===== src/rtl/pa_lsu_sram32x4_ctrl.sv =====
// LSU-side controller for a 32x4 single-port SRAM: power-on/clear init sweep,
// then single-cycle masked writes and 1-cycle-latency reads.
module pa_lsu_sram32x4_ctrl #(
  parameter logic [3:0] INIT_VAL = 4'b0000
) (
  input  logic       forever_cpuclk,
  input  logic       cpurst_b,
  input  logic       clr_req,
  input  logic       req_vld,
  input  logic       req_wr,
  input  logic [4:0] req_addr,
  input  logic [3:0] req_wdata,
  input  logic [3:0] req_wmask,
  output logic       req_rdy,
  output logic       rdata_vld,
  output logic [3:0] rdata,
  output logic       init_done,
  output logic [4:0] sram_a,
  output logic       sram_cen,
  output logic       sram_gwen,
  output logic [3:0] sram_wen,
  output logic [4:0] sram_a_unused_c,
  output logic [3:0] sram_d,
  input  logic [3:0] sram_q
);

  localparam int unsigned AW = 5;
  localparam int unsigned DW = 4;
  localparam logic [AW-1:0] LAST_ADDR = AW'(31);

  typedef enum logic [1:0] {
    IDLE = 2'd0,
    INIT = 2'd1,
    RUN  = 2'd2
  } state_t;

  state_t        state, state_nxt;
  logic [AW-1:0] cnt, cnt_nxt;
  logic          rd_pend;
  logic          rd_acc;
  logic [DW-1:0] rdata_q;

  // State register, sweep counter and read-return pipeline
  always_ff @(posedge forever_cpuclk or negedge cpurst_b) begin
    if (!cpurst_b) begin
      state   <= IDLE;
      cnt     <= '0;
      rd_pend <= 1'b0;
      rdata_q <= '0;
    end else begin
      state   <= state_nxt;
      cnt     <= cnt_nxt;
      rd_pend <= rd_acc;
      if (rd_pend) begin
        rdata_q <= sram_q;
      end
    end
  end

  // Next state and SRAM-side controls; request accept is same-cycle
  always_comb begin
    state_nxt = state;
    cnt_nxt   = cnt;
    req_rdy   = 1'b0;
    rd_acc    = 1'b0;
    sram_cen  = 1'b1;
    sram_gwen = 1'b1;
    sram_wen  = '1;
    sram_a    = '0;
    sram_d    = '0;
    case (state)
      IDLE: begin
        state_nxt = INIT;
        cnt_nxt   = '0;
      end
      INIT: begin
        sram_cen  = 1'b0;
        sram_gwen = 1'b0;
        sram_wen  = '0;
        sram_a    = cnt;
        sram_d    = INIT_VAL;
        // A clear mid-sweep restarts from entry 0
        if (clr_req) begin
          cnt_nxt = '0;
        end else if (cnt == LAST_ADDR) begin
          state_nxt = RUN;
        end else begin
          cnt_nxt = cnt + AW'(1);
        end
      end
      RUN: begin
        req_rdy = ~clr_req;
        if (clr_req) begin
          state_nxt = INIT;
          cnt_nxt   = '0;
        end else if (req_vld) begin
          sram_a = req_addr;
          if (req_wr) begin
            // Fully masked write is accepted but touches nothing
            if (req_wmask != '0) begin
              sram_cen  = 1'b0;
              sram_gwen = 1'b0;
              sram_wen  = ~req_wmask;
              sram_d    = req_wdata;
            end
          end else begin
            sram_cen = 1'b0;
            rd_acc   = 1'b1;
          end
        end
      end
      default: begin
        state_nxt = IDLE;
      end
    endcase
  end

  assign sram_a_unused_c = '0;
  assign init_done = (state == RUN);
  assign rdata_vld = rd_pend;
  // sram_q is only valid in the cycle after the access, so pass it through then
  assign rdata     = rd_pend ? sram_q : rdata_q;

endmodule


===== config.mk =====
export PLATFORM = sky130hd
export DESIGN_NAME = pa_lsu_sram32x4_ctrl
export DESIGN_NICKNAME = d
export VERILOG_FILES = /design/src/rtl/pa_lsu_sram32x4_ctrl.sv
export SDC_FILE = /design/constraint.sdc
export NUM_CORES = 1
export LEC_CHECK = 0
export ABC_CLOCK_PERIOD_IN_PS = 2400
export BUFFER_PORTS_ARGS = -buffer_cell sky130_fd_sc_hd__buf_2
export CAP_MARGIN = 10
export CORE_MARGIN = 4
export CORE_UTILIZATION = 40
export CTS_CLUSTER_SIZE = 25
export DETAILED_ROUTE_END_ITERATION = 8
export GPL_TIMING_DRIVEN = 0
export PLACE_DENSITY = 0.74
export SKIP_LAST_GASP = 1
export SLEW_MARGIN = 20
export SYNTH_ARGS = -nofsm -noshare
export SYNTH_HDL_FRONTEND = slang
export SYNTH_SLANG_ARGS = --single-unit

===== constraint.sdc =====
create_clock -name forever_cpuclk -period 2.4 [get_ports forever_cpuclk]
set_input_delay 0.12 -clock forever_cpuclk [delete_from_list [all_inputs] [get_ports forever_cpuclk]]
set_output_delay 0.12 -clock forever_cpuclk [all_outputs]
set_load 0.02 [all_outputs]

* Word-level counts from Yosys, hierarchy flattened
Cells that the tools add are included.
** Storage, ports and cells
- Flip-flop bits (word level) :: 12
** Operators by class
- Add/sub/neg operators :: 1
- Eq/ne operators :: 7
- Multiplexer cells :: 36
- Bitwise logic cells :: 2
- Reduce and logical (&&, ||, !) cells :: 5
** Operator list (number)
- 2-to-1 mux 4 bit :: 10
- 2-to-1 mux 5 bit :: 5
- case mux 5 bit (3 select lines) :: 1
- 2-to-1 mux 1 bit :: 12
- case mux 5 bit (2 select lines) :: 1
- case mux 4 bit (2 select lines) :: 1
- 2-to-1 mux 2 bit :: 3
- inequality test 2 bit, second input constant :: 3
- case mux 2 bit (3 select lines) :: 1
- AND reduction 3 bit :: 2
- adder 5 x 1 -> 5 bit, second input constant :: 1
- == test 5 bit, second input constant :: 1
- inverter 4 bit :: 1
- case mux 1 bit (2 select lines) :: 2
- nonzero test 4 bit :: 1
- inequality test 3 bit, second input constant :: 1
- nonzero test 3 bit :: 1
- == test 2 x 1 -> 1 bit, second input constant :: 1
- == test 2 bit, second input constant :: 1
- zero test 2 bit :: 1
- inverter 1 bit :: 1

* Depth between registers and ports, before layout
Gate-level depths: netlist of run 1.
- Depth after elaboration :: 6
- Gate-level depth with buffers :: 6
- Mapped depth without buffers :: 6

* Least setup slack after synthesis of run 1
OpenSTA, ideal clock, no wires.
- Kind :: register to register
- From :: reg state[0]
- To :: reg state[1]
- Data arrival time :: 1.673 ns
- Data required time :: 2.275 ns
- Setup slack :: 0.602 ns
- Cell stages (with the launch flop) :: 6
- Path buffers :: 0
- Cells stage by stage :: dfrtp_1 -> inv_1 -> ha_1 -> nor2b_2 -> a21oi_2 -> mux2_4
** On the way
- Word-level cells in the longest chain between the ends :: 3
- Elaborated cells on any way between the ends :: 8
- Those cells by class :: eq/ne (5); mux (1); reduce/logical (2)
** Ends and longest elaborated chain
- start: declaration :: RTL line 37 : state_t state, state_nxt;
- start signal: assignment :: RTL line 51 : state <= state_nxt;
- == test 2 bit *
- net init_done :: RTL line 17 : output logic init_done,
- inequality test 2 bit (no source line)
- AND reduction 3 bit (no source line)
Mark *: on every way through the listed nets, which the timed path passes. The rest lies on a longest branch.
A chain may end at the register's enable or synchronous reset.

* Worst setup path after layout of run 1
- From :: reg state[0]
- To :: out sram_d[3]
** On the way
- Word-level cells in the longest chain between the ends :: 2
** Ends and longest elaborated chain
- == test 2 bit :: RTL line 71 : case (state)
- 2-to-1 mux 4 bit :: RTL line 71
- end: declaration :: RTL line 23 : output logic [3:0] sram_d,
Every way passes these cells.

==> results of run 1 <==
kinds of logic (layout without fill, tap and decap cells):
group,count (synthesis),in the layout,share of synthesized area
and+or+nand+nor,28,28,0.228
AOI/OAI and AO/OA,22,22,0.173
DFF,12,12,0.344
buffers and inverters,10,57,0.0702
adders and majority gates,7,7,0.100
muxes,6,6,0.0802
other,1,5,0.00429
layout make-up:
class / count / area, µm²
plain buffers: 7 / 50.0
well taps: 27 / 33.8
multi-input cells: 68 / 527
fillers: 184 / 852
repair buffers: 44 / 225
clock buffers: 3 / 22.5
inverters: 3 / 11.3
flip-flops and latches: 12 / 300
through the flow:
| step | utilization | hold WS [ns] | setup slack (ns) | cell area, µm² |
|---|---|---|---|---|
| final | 0.579 | 0.0542 | 0.360 | 1170 |
| after global routing | 0.579 | 0.0512 | 0.215 | 1170 |
| after floorplan | - | -0.176 | 0.602 | 888 |
| after CTS | 0.579 | 0.0480 | 0.344 | 1170 |
| after global placement | 0.563 | 0.000336 | 0.572 | 1140 |
| after detailed placement | 0.563 | 0.00746 | 0.524 | 1140 |
critical path, stage by stage, from the launching register on:
cell     delay [ns]
dfrtp_1        0.42
inv_1          0.11
ha_1           0.37
and4b_4        0.33
and2b_4        0.17
and2_1         0.12
buf_2          0.16
per-layer routing:
metal	share of wire	up-vias
li1	-	403
met1	0.44	342
met2	0.46	41
met3	0.086	2
met4	0.014	0
met5	0	-
path summary, 6_finish.rpt:
path / start / to / cells past startpoint
setup / recovery: state[0] / sram_d[3] / 6
max in group asynchronous: cpurst_b / rdata_q[1] / 2
setup reg to reg: cnt[0] / cnt[3] / 6
min in group asynchronous: cpurst_b / cnt[1] / 2
hold / removal: req_wr / rdata_vld / 2
hold reg to reg: rdata_q[0] / rdata_q[0] / 1
power groups by stage:
stage / clock (mW) / combinational [mW] / sequential, mW
2_1_floorplan: 0 / 0.557 / 0.309
3_3_place_gp: 0 / 0.737 / 0.319
3_5_place_dp: 0 / 0.758 / 0.322
4_1_cts: 0.116 / 0.757 / 0.320
5_1_grt: 0.130 / 0.825 / 0.330
6_report: 0.112 / 0.751 / 0.320
cells in the final DEF, fill, tap and decap left out, drive strengths merged, types with 3 or more instances in the layout:
cell type   n
mux2        5
ha          7
buf        50
clkbuf      3
and2        4
inv         3
nor2b       8
dfrtp      12
a21oi       8
conb        5
a22oi       5
what timing repair did:
action | 4_1_cts | 5_1_grt
hold buffers | 1 | 0
setup endpoints to repair | 0 | 0
hold endpoints to repair | 12 | 0
registers in the layout (all words and copies together), names as in the netlist:
signal and flops:
rdata_vld 1, rdata_q 4, state 2, cnt 5
==> summary.md, run 1 <==
| Metric | Value |
|---|---|
| Placed insts | 160 |
| Area grow syn2layout | 34.0% |
| Finished Layout Cells | 164 |
| Count of final max-slew check failures | 0 |
| Tot GR Track Use | 0.145 |
| Ys Warns | 0 |
| Most frequent cell after synthesis | dfrtp_1 |
| Met2 GRT Util | 0.240 |
| Total negative setup slack | 0 ns |
| DRT Pass-1 Iters | 4 |
| Max Freq | 490 MHz |
| Final-stage net count | 168 |
| Mapped Avg Cell Area | 10.2 µm² |
| Initial antenna violation count | 0 |
| Worst skew pair latency | 0.25 ns |
| Largest net degree at the start of global routing | 13 |
| Sequential share of the synthesized area | 0.344 |
| Worst vdd ir | 0.739 mV |
| Final setup violation count | 0 |
| Placeable core area | 2020 µm² |
| Clock-pin slew on the worst setup and hold paths | 0.06 ns |
| Met1 Use GR | 0.179 |
| Maxcap violations | 0 |
| Gate power share | 0.635 |
| Asr flop ratio synth | 1.00 |
| Sw Ratio | 0.451 |
| Die H | 54.7 µm |
| Largest cells by area after synthesis | dfrtp_1 (34%), ha_1 (10%), buf_4 (5.2%) |
| Flop pwr share | 0.271 |
| Class of the worst hold path | in -> reg |
| Gpl congestion | 0.734 |
| Setup crit end kind | primary output |
| Die ar. | 2990 µm² |
| Htree depth | 1 |
| Status | completed |
| Power Density | 1010 nW/µm² |
| Post-Syn Area | 873 µm² |
| Port Buffers | 43 |
| Post-synth EDFFs | 0 |
| M3 GR Usage | 0.0218 |
| CTS tree | yes |
| Routed wire length | 1.88 mm |
| Tot Pwr | 1.18 mW |
| Clock Power Share | 0.094 |
| Final worst-path cycle share | 0.850 |
| Clock skew | 0.00431 ns |
| Internal | 648 µW |
| Pleak | 0.629 nW |
| RSZ-0062 raised after global routing | no |
| Req. time, crit path | 2.28 ns |
| Yosys top cell area share | 0.344 |
| Routed Antenna Nets | 0 |
| Clk sinks | 12 |
| Boundary Pins | 49 |
| Final Critical Period | 2.04 ns |
| DP HPWL | 1.63 mm |
| Cells resized by post-CTS repair | 0 |
| # diodes | 0 |
| Residual DRC | 0 |
| First-pass GRT wire length | 3.13 mm |
| Post-CTS setup buffer count | 0 |
| GRT Max-Usage Layer | met2 |
| Starting DRT DRC Count | 11 |
| Root Driver | clkbuf_4 |
| Syn Inst Count | 86 |
| Row Count | 16 |
| Vias per cell | 4.80 |
| Worst setup SP type | flop |
| Vias in the first global route | 762 |
| Arr. time, crit path | 1.92 ns |
| Top post-synthesis cells by count | dfrtp_1 (12), a21oi_1 (7), ha_1 (7), nor2b_1 (7), buf_4 (6) |
| Via count | 788 |
| Longest Clk Path Bufs | 2 |
| Crit Path Class | reg -> out |
| GRT overflow | 0 |
| Starting Density | 0.432 |
| Die Wd | 54.7 µm |
| Sw Pwr | 533 µW |
| Biggest area consumer among synthesized cells | dfrtp_1 |
| Layout cells sized above 1 | 0.438 |
| Worst Path Max Fanout | 9 |
| Seq cells post-synth | 12 |
| R2R setup slack | 0.50 ns |
| Final Hold Fails | 0 |
| Synth unique cells | 33 |
| Main synth FF type | dfrtp_1 |
| Avg WL per Cell | 11.5 µm |
| TritonCTS Buffers | 3 |
(Power assumes the default switching activity.)
==> run 2, diff against run 1 <==
ABC_CLOCK_PERIOD_IN_PS = 1900   (was 2400)
clock period = 1.9 ns   (was 2.4 ns; I/O delays follow)
==> run 2 against run 1 <==
Power rose by 32%. First-iteration DRC count rose by 9.1%. Via count rose by 1.4%. Register-to-register slack got worse by 0.37 ns. Highest routed layer unchanged. Largest cell class unchanged. Critical path type unchanged. Clock skew fell by 0.0028 ns. Hold slack got worse by 0.026 ns. Setup slack got worse by 0.25 ns.
==> summary.md, run 2 (synthesized netlist as in run 1, its figures left out) <==
| Metric | Value |
|---|---|
| Area of the multi-input gates | 542 µm² (+2.9%) |
| Worst Path Max Fanout | 9 (unchanged) |
| Die ar. | 2990 µm² (unchanged) |
| Crit Path Class | reg -> out |
| Port Buffers | 43 (unchanged) |
| Power Density | 1290 nW/µm² (+28%) |
| Tot GR Track Use | 0.149 (+0.00396) |
| Max reg flops | 5 (unchanged) |
| Residual DRC | 0 (unchanged) |
| Status | completed |
| Regs by FF count | cnt (5), rdata_q (4), state (2) |
| Row Count | 16 (unchanged) |
| Die H | 54.7 µm (unchanged) |
| Reg2Reg Depth | 6 (unchanged) |
| Reg with most FFs | cnt |
| Longest Clk Path Bufs | 2 (unchanged) |
| Worst skew pair latency | 0.25 ns (about the same) |
| Starting DRT DRC Count | 12 (+1) |
| Setup crit end kind | primary output |
| Worst vdd ir | 0.927 mV (+25%) |
| Root Driver | clkbuf_4 |
| Filler instances | 180 (-2.2%) |
| Gate power share | 0.644 (+0.009) |
| Layout cells sized above 1 | 0.482 (+0.0441) |
| Sw Ratio | 0.448 (-0.00322) |
| Routed wire length | 1.98 mm (+5.4%) |
| Commonest non-fill, non-tap cell in the layout | buf_2 |
| Starting Density | 0.432 (unchanged) |
| GRT overflow | 0 (unchanged) |
| Die Wd | 54.7 µm (unchanged) |
| Clk sinks | 12 (unchanged) |
| Initial antenna violation count | 0 (unchanged) |
| Hold path cells | 2 (unchanged) |
| Flop pwr share | 0.266 (-0.005) |
| Hold EP | rdata_vld |
| Class of the worst hold path | in -> reg |
| Register area | 303 µm² (+0.83%) |
| Vias in the first global route | 769 (+0.92%) |
| Avg WL per Cell | 11.9 µm (+4.1%) |
| Routed Antenna Nets | 0 (unchanged) |
| Final-stage net count | 170 (+1.2%) |
| Placeable core area | 2020 µm² (unchanged) |
| Final setup violation count | 0 (unchanged) |
| Arr. time, crit path | 1.70 ns (-0.22 ns) |
| First-pass GRT wire length | 3.21 mm (+2.4%) |
| Pleak | 0.633 nW (+0.53%) |
| Clock-pin slew on the worst setup and hold paths | 0.06 ns (about the same) |
| Max Freq | 557 MHz |
| Hold Crit Start | req_wr |
| RSZ-0062 raised after global routing | yes |
| Gpl congestion | 0.734 (unchanged) |
| Largest net degree at the start of global routing | 13 (unchanged) |
| Clock skew | 0.00147 ns (-0.00284 ns) |
| Count of final max-slew check failures | 0 (unchanged) |
| TritonCTS Buffers | 3 (unchanged) |
| Clock Power Share | 0.089 (-0.005) |
| DRT Pass-1 Iters | 3 (-1) |
| Tot Pwr | 1.56 mW (+32%) |
| R2R setup slack | 0.13 ns (-0.37 ns) |
| Worst R2R End | state[1] |
| Internal | 858 µW (+32%) |
| Final worst-path cycle share | 0.945 |
| Most frequent cells in the layout | buf_2 (43), dfrtp_1 (10), buf_4 (9) |
| Htree depth | 1 (unchanged) |
| Boundary Pins | 49 (unchanged) |
| Vias per cell | 4.81 (+0.17%) |
| Final Cell Area | 1200 µm² (+3.0%) |
| Maxcap violations | 0 (unchanged) |
| Via count | 799 (+1.4%) |
| DP HPWL | 1.63 mm (unchanged) |
| Worst setup SP type | flop |
| Final Critical Period | 1.79 ns |
| Placed Area | 1140 µm² (unchanged) |
| CTS tree | yes |
| # diodes | 0 (unchanged) |
| Req. time, crit path | 1.80 ns (-0.48 ns) |
| Final Hold Fails | 0 (unchanged) |
| Area grow syn2layout | 38.0% |
| Total negative setup slack | 0 ns (unchanged) |
| Sw Pwr | 697 µW (+31%) |
| Reg2reg start | cnt[1] |
-- run 2: through the flow --
step / setup WS, ns / std cells / util / hold slack [ns]
6_report: 0.105 / 166 / 0.596 / 0.0280
3_3_place_gp: 0.0725 / 160 / 0.563 / -0.0247
3_5_place_dp: 0.0236 / 160 / 0.563 / -0.0175
4_1_cts: 0.0379 / 165 / 0.588 / 0.0230
5_1_grt: -0.0203 / 166 / 0.596 / 0.0260
2_1_floorplan: 0.102 / 90 / - / -0.201
-- run 2: worst max path at each step --
stage	from	end	slack [ns]	cells past startpoint
floorplan	state[0]	state[1]	0.10	5
CTS	state[0]	sram_d[3]	0.04	6
finish	state[0]	sram_d[3]	0.11	6
detailed placement	cnt[0]	cnt[3]	0.02	6
global placement	cnt[0]	cnt[3]	0.07	6
global route	state[0]	sram_a[1]	-0.02	7
-- run 2: worst max-delay path, stage by stage, from the launching register on --
cell     delay, ns
dfrtp_1       0.42
inv_2         0.11
ha_4          0.20
and4b_4       0.27
and2b_4       0.17
and2_1        0.12
buf_2         0.16
-- run 2: area by class of cell --
type | instances | share of cell area
sequential | 12 | 0.251
timing repair buffer | 46 | 0.201
tap | 27 | 0.0280
multi-input combinational | 68 | 0.450
clock buffer | 3 | 0.0187
buffer | 7 | 0.0415
inverter | 3 | 0.00935
-- run 2: routing by layer --
metal | wire (µm) | part of all wire | global-route usage | up-vias
met2 | 932 | 0.47 | 0.248 | 39
met4 | 27 | 0.014 | 0.0747 | 0
met5 | 0 | 0 | 0 | -
met1 | 861 | 0.43 | 0.184 | 353
met3 | 159 | 0.080 | 0.0218 | 2
li1 | - | - | - | 405
-- run 2: power groups by stage --
| stage | sequential [mW] | combinational (mW) | clock [mW] |
|---|---|---|---|
| 3_3_place_gp | 0.403 | 0.931 | 0 |
| 2_1_floorplan | 0.390 | 0.704 | 0 |
| 4_1_cts | 0.409 | 0.983 | 0.147 |
| 6_report | 0.414 | 1.00 | 0.139 |
| 3_5_place_dp | 0.407 | 0.958 | 0 |
| 5_1_grt | 0.425 | 1.10 | 0.165 |
-- run 2: timing repair --
| action | CTS | global route |
|---|---|---|
| resized for setup | 2 | 5 |
| buffers inserted | 1 | 1 |
| hold buffers | 1 | 0 |
| pin swaps | 1 | 1 |
| endpoints found under the setup margin | 11 | 14 |
| endpoints found under the hold margin | 12 | 0 |
